### src/rtl/mult_div_unit.sv
// Iterative MULT/MULTU/DIV/DIVU unit producing one result bit per clock.
// hi_out/lo_out feed the HI/LO registers; done is their load enable.
module mult_div_unit #(
    parameter int WIDTH = 32
) (
    input  logic             clock,
    input  logic             clear_,
    input  logic             start,
    input  logic [1:0]       operation,
    input  logic [WIDTH-1:0] operand_a,
    input  logic [WIDTH-1:0] operand_b,
    output logic             busy,
    output logic             done,
    output logic [WIDTH-1:0] hi_out,
    output logic [WIDTH-1:0] lo_out,
    output logic             divide_by_zero
);

    localparam int DW    = 2 * WIDTH;
    localparam int CNT_W = $clog2(WIDTH);

    typedef enum logic [1:0] {
        IDLE  = 2'd0,
        RUN   = 2'd1,
        FIXUP = 2'd2
    } state_t;

    state_t             state_r;
    logic [1:0]         op_r;
    logic [WIDTH-1:0]   mag_a_r;
    logic [WIDTH-1:0]   mag_b_r;
    logic               sign_a_r;
    logic               sign_b_r;
    logic [CNT_W-1:0]   count_r;
    logic [DW-1:0]      work_r;
    logic               busy_r;
    logic               done_r;
    logic               dbz_r;
    logic [WIDTH-1:0]   hi_r;
    logic [WIDTH-1:0]   lo_r;

    logic               is_signed_s;
    logic               sign_a_s;
    logic               sign_b_s;
    logic [WIDTH-1:0]   mag_a_s;
    logic [WIDTH-1:0]   mag_b_s;
    logic [WIDTH:0]     sum_s;
    logic [WIDTH:0]     rem_ext_s;
    logic [WIDTH:0]     diff_s;
    logic [DW-1:0]      next_work_s;
    logic [DW-1:0]      signed_prod_s;
    logic [WIDTH-1:0]   fix_hi_s;
    logic [WIDTH-1:0]   fix_lo_s;
    logic               fix_dbz_s;

    function automatic logic [WIDTH-1:0] magnitude(input logic [WIDTH-1:0] value,
                                                   input logic             negative);
        logic [WIDTH-1:0] result;
        if (negative) begin
            result = -value;
        end else begin
            result = value;
        end
        return result;
    endfunction

    // Operand magnitudes and sign flags captured when an operation is accepted.
    always_comb begin
        is_signed_s = ~operation[0];
        sign_a_s    = is_signed_s & operand_a[WIDTH-1];
        sign_b_s    = is_signed_s & operand_b[WIDTH-1];
        mag_a_s     = magnitude(operand_a, sign_a_s);
        mag_b_s     = magnitude(operand_b, sign_b_s);
    end

    // One iteration: shift-add multiply, or one restoring-divide step.
    // work_r holds {accumulator/remainder, multiplier/dividend-quotient}.
    always_comb begin
        sum_s       = {1'b0, work_r[DW-1:WIDTH]}
                    + (work_r[0] ? {1'b0, mag_a_r} : {(WIDTH+1){1'b0}});
        rem_ext_s   = {work_r[DW-1:WIDTH], work_r[WIDTH-1]};
        diff_s      = rem_ext_s - {1'b0, mag_b_r};
        next_work_s = work_r;
        if (op_r[1] == 1'b0) begin
            next_work_s = {sum_s, work_r[WIDTH-1:1]};
        end else if (diff_s[WIDTH] == 1'b0) begin
            next_work_s = {diff_s[WIDTH-1:0], work_r[WIDTH-2:0], 1'b1};
        end else begin
            next_work_s = {rem_ext_s[WIDTH-1:0], work_r[WIDTH-2:0], 1'b0};
        end
    end

    // Sign correction and divide-by-zero substitution applied in FIXUP.
    always_comb begin
        signed_prod_s = work_r;
        fix_hi_s      = {WIDTH{1'b0}};
        fix_lo_s      = {WIDTH{1'b0}};
        fix_dbz_s     = 1'b0;
        case (op_r)
            2'b00: begin
                if (sign_a_r ^ sign_b_r) begin
                    signed_prod_s = -work_r;
                end else begin
                    signed_prod_s = work_r;
                end
                fix_hi_s = signed_prod_s[DW-1:WIDTH];
                fix_lo_s = signed_prod_s[WIDTH-1:0];
            end
            2'b01: begin
                fix_hi_s = work_r[DW-1:WIDTH];
                fix_lo_s = work_r[WIDTH-1:0];
            end
            2'b10, 2'b11: begin
                if (mag_b_r == {WIDTH{1'b0}}) begin
                    // Rebuild the raw dividend from its magnitude and sign.
                    fix_dbz_s = 1'b1;
                    fix_hi_s  = magnitude(mag_a_r, sign_a_r);
                    fix_lo_s  = {WIDTH{1'b1}};
                end else begin
                    fix_hi_s  = magnitude(work_r[DW-1:WIDTH], sign_a_r);
                    fix_lo_s  = magnitude(work_r[WIDTH-1:0], sign_a_r ^ sign_b_r);
                end
            end
            default: begin
                fix_hi_s  = {WIDTH{1'b0}};
                fix_lo_s  = {WIDTH{1'b0}};
                fix_dbz_s = 1'b0;
            end
        endcase
    end

    // Control FSM, iteration datapath and registered result outputs.
    always_ff @(posedge clock) begin
        if (!clear_) begin
            state_r  <= IDLE;
            op_r     <= 2'b00;
            mag_a_r  <= {WIDTH{1'b0}};
            mag_b_r  <= {WIDTH{1'b0}};
            sign_a_r <= 1'b0;
            sign_b_r <= 1'b0;
            count_r  <= {CNT_W{1'b0}};
            work_r   <= {DW{1'b0}};
            busy_r   <= 1'b0;
            done_r   <= 1'b0;
            dbz_r    <= 1'b0;
            hi_r     <= {WIDTH{1'b0}};
            lo_r     <= {WIDTH{1'b0}};
        end else begin
            done_r <= 1'b0;
            case (state_r)
                IDLE: begin
                    if (start) begin
                        op_r     <= operation;
                        mag_a_r  <= mag_a_s;
                        mag_b_r  <= mag_b_s;
                        sign_a_r <= sign_a_s;
                        sign_b_r <= sign_b_s;
                        count_r  <= {CNT_W{1'b0}};
                        // Multiply starts with a zero accumulator, divide with a zero remainder.
                        work_r   <= operation[1] ? {{WIDTH{1'b0}}, mag_a_s}
                                                 : {{WIDTH{1'b0}}, mag_b_s};
                        busy_r   <= 1'b1;
                        state_r  <= RUN;
                    end else begin
                        busy_r   <= 1'b0;
                        state_r  <= IDLE;
                    end
                end
                RUN: begin
                    work_r  <= next_work_s;
                    count_r <= count_r + CNT_W'(1);
                    busy_r  <= 1'b1;
                    if (count_r == CNT_W'(WIDTH - 1)) begin
                        state_r <= FIXUP;
                    end else begin
                        state_r <= RUN;
                    end
                end
                FIXUP: begin
                    hi_r    <= fix_hi_s;
                    lo_r    <= fix_lo_s;
                    dbz_r   <= fix_dbz_s;
                    done_r  <= 1'b1;
                    busy_r  <= 1'b0;
                    state_r <= IDLE;
                end
                default: begin
                    busy_r  <= 1'b0;
                    state_r <= IDLE;
                end
            endcase
        end
    end

    assign busy           = busy_r;
    assign done           = done_r;
    assign hi_out         = hi_r;
    assign lo_out         = lo_r;
    assign divide_by_zero = dbz_r;

endmodule

### config.mk
export PLATFORM = sky130hd
export DESIGN_NAME = mult_div_unit
export DESIGN_NICKNAME = d
export VERILOG_FILES = /design/src/rtl/mult_div_unit.sv
export SDC_FILE = /design/constraint.sdc
export NUM_CORES = 1
export LEC_CHECK = 0
export BUFFER_PORTS_ARGS = -buffer_cell sky130_fd_sc_hd__buf_2
export CAP_MARGIN = 20
export CORE_ASPECT_RATIO = 0.6
export CORE_UTILIZATION = 39
export CTS_CLUSTER_DIAMETER = 40
export DETAILED_ROUTE_END_ITERATION = 10
export GPL_TIMING_DRIVEN = 0
export PLACE_DENSITY = 0.59
export RECOVER_POWER = 50
export SYNTH_ARGS = -nofsm -noshare
export SYNTH_HDL_FRONTEND = slang
export SYNTH_SLANG_ARGS = --single-unit
export TNS_END_PERCENT = 30
### constraint.sdc
create_clock -name clock -period 7.2 [get_ports clock]
set_clock_uncertainty 0.2 [all_clocks]
set_input_delay 0.36 -clock clock [delete_from_list [all_inputs] [get_ports clock]]
set_output_delay 0.36 -clock clock [all_outputs]
set_load 0.03 [all_outputs]
==> results.sh <==
export IMPL_status="finished, final reports clean"
export IMPL_slew_violations=0
export IMPL_reg2reg_from="work_r[0]$_SDFFE_PN0P_"
export IMPL_max_freq_mhz=183
export IMPL_reg2regPathDepth=14
export IMPL_grt_overflow=0
export IMPL_antenna_found_initial=4
export IMPL_cts_sinks=206
export IMPL_synthArstFlopShare_pct=0
export IMPL_dr_pass1_iters=6
export IMPL_grt_pass1_vias=17100
export IMPL_critPathLaunch="work_r[0]$_SDFFE_PN0P_"
export IMPL_fin_util_pct=45.9
export IMPL_required_ps=7450
export IMPL_grtUsageTotal_pct=35.6
export IMPL_maxCapViolCount=0
export IMPL_min_period_ps=5460
export IMPL_grt_max_degree=14
export IMPL_cp_max_fo=10
export IMPL_ys_seq_elements=206
export IMPL_initial_utilization_pct=40.0
export IMPL_post_cts_buffers=0
export IMPL_cp_end_kind="register"
export IMPL_final_cell_mix="nor2_1 (245), a21oi_1 (234), nand2_1 (215)"
export IMPL_synth_cells=2324
export IMPL_gp_congestion=1.03
export IMPL_syn_area_um2=17000
export IMPL_ys_flop_type="dfxtp_1"
export IMPL_drt_first_iter_violations=3118
export IMPL_clock_root_buffer="clkbuf_16"
export IMPL_cts_max_level=2
export IMPL_io_pins=136
export IMPL_dp_hpwl_mm=65.6
export IMPL_fin_crit_sh_pct=75.9
export IMPL_synth_edf_count=0
export IMPL_yosysWarnings=0
export IMPL_dpl_cell_area_um2=18400
export IMPL_clock_path_buffers=3
export IMPL_cts_tree="done"
export IMPL_area_growth_synth_to_final_pct=14.5
export IMPL_ir_drop_v=0.000144
export IMPL_setup_viol=0
export IMPL_clk_pin_slew_worst_paths_ps=60
export IMPL_powerDensity_nw_per_um2=205
export IMPL_hold_viol_final=0
export IMPL_cp_arrival_ps=5720
export IMPL_wl_mm=82.3
export IMPL_worst_slew_margin_rel_pct=20.9
export IMPL_r2r_setup_slack_ps=1740
export IMPL_numCtsBuffers=34
export IMPL_ant_nets=0
export IMPL_port_buffers=134
export IMPL_dieArea_um2=44500
export IMPL_final_cell_area_um2=19500
export IMPL_fill_cells=4431
export IMPL_avgSynthCellArea_um2=7.32
export IMPL_synth_distinct_cells=93
export IMPL_vias=19500
export IMPL_chipHeight_um=164
export IMPL_coreArea_um2=42500
export IMPL_critPathCapture="work_r[58]$_SDFFE_PN0P_"
export IMPL_remaining_drc_errors=0
export IMPL_wire_per_inst_um=26.6
export IMPL_cts_resized=0
export IMPL_worstMarginPinSlew_ps=1180
export IMPL_fin_setup_tns_ps=0
export IMPL_diodes=0
export IMPL_die_w_um=272
export IMPL_total_leakage_power_nw=7.52
export IMPL_grt_pass1_wl_mm=117
export IMPL_rsz0062_at_grt="false"
export IMPL_start_kind="register"
export IMPL_crit_type="register to register"
export IMPL_final_common_cell="nor2_1"
export IMPL_rr_endpoint="work_r[58]$_SDFFE_PN0P_"
export IMPL_ys_seq_area_share_pct=24.3
export IMPL_clk_latency_ps=540
export IMPL_power_mw=3.99
export IMPL_rows=58
export IMPL_syn_nets=2466
export IMPL_nets=2641
export IMPL_viasPerCell=6.32
export IMPL_cts_hold_buf=3
export IMPL_min_path_type="primary input to register"
export IMPL_drive_gt1_share_pct=7.41
## state kept, by name, indices dropped and copies added (netlist names)
signal	count
count_r	5
hi_out	32
sign_b_r	1
work_r	64
busy	1
divide_by_zero	1
done	1
mag_b_r	32
sign_a_r	1
lo_out	32
mag_a_r	32
op_r	2
state_r	2
## area by class of cell
type | instances | area [µm²] | share of cell area (%)
tap | 570 | 713 | 3.66
timing repair buffer | 139 | 627 | 3.22
clock inverter | 21 | 218 | 1.12
sequential | 206 | 4120 | 21.2
clock buffer | 40 | 913 | 4.69
buffer | 167 | 741 | 3.80
inverter | 69 | 259 | 1.33
multi-input combinational | 1882 | 11900 | 61.0
## per-stage QoR
| stage | hold slack, ps | setup WS [ps] | cells |
|---|---|---|---|
| after floorplan | 249 | 3700 | 2324 |
| after global placement | 243 | 2050 | 3028 |
| after detailed placement | 247 | 2110 | 3029 |
| after CTS | 5.65 | 2010 | 3093 |
| after global routing | 21.1 | 1640 | 3094 |
| final | 9.37 | 1740 | 3094 |
## critical path, cell delays in order, from the launching register on
cell	delay (ps)
dfxtp_1	330
clkbuf_1	570
clkbuf_1	480
and2_1	220
ha_1	130
clkbuf_2	190
and4_1	240
nor3b_1	460
o31ai_1	230
a21boi_2	320
a21oi_1	140
o41ai_1	990
a21boi_0	380
mux2i_1	330
a22o_1	160
## kinds of logic after synthesis
kind of cell    share of synthesized area (%)
buf+inv                                  5.89
compound gates                           29.1
mux                                      3.22
flops                                    24.3
simple gates                             21.6
fa+ha+maj                                5.46
xor+xnor                                 10.4
## worst min-delay path by stage
| stage | endpoint | cells past startpoint | startpoint |
|---|---|---|---|
| 5_1_grt | mag_a_r[25]$_SDFFE_PN0P_ | 3 | operand_a[25] |
| 2_1_floorplan | mag_a_r[0]$_SDFFE_PN0P_ | 2 | mag_a_r[0]$_SDFFE_PN0P_ |
| 4_1_cts | op_r[0]$_SDFFE_PN0P_ | 3 | operation[0] |
| 6_report | mag_a_r[12]$_SDFFE_PN0P_ | 3 | operand_a[12] |
| 3_3_place_gp | hi_out[16]$_SDFFE_PN0P_ | 2 | hi_out[16]$_SDFFE_PN0P_ |
| 3_5_place_dp | hi_out[16]$_SDFFE_PN0P_ | 2 | hi_out[16]$_SDFFE_PN0P_ |
## synth_stat cells, types with 52 or more instances
master,instances,area share [%]
o211ai_1,53,2.3
dfxtp_1,206,24
ha_1,71,5.2
nor2_1,245,5.4
inv_1,67,1.5
xnor2_1,106,5.5
a211oi_1,71,3.1
nand2_1,215,4.7
xor2_1,96,4.9
nor3_1,52,1.5
a21oi_1,234,6.9
o21ai_0,177,5.2
clkbuf_1,136,3.0
## per-layer routing
layer	routed length, µm	up-vias	global-route usage [%]
met5	13	-	0
met4	2030	2	8.76
met3	11600	128	11.4
met2	29900	1238	45.7
met1	38700	9368	55.1
li1	-	8805	-
## power breakdown
part           internal [mW]  switching (mW)  total (mW)
clock network          0.997           0.671        1.67
registers               1.20           0.100        1.30
logic                  0.332           0.694        1.03
total                   2.52            1.47        3.99
Note: power is estimated with default switching activity, not from simulation.
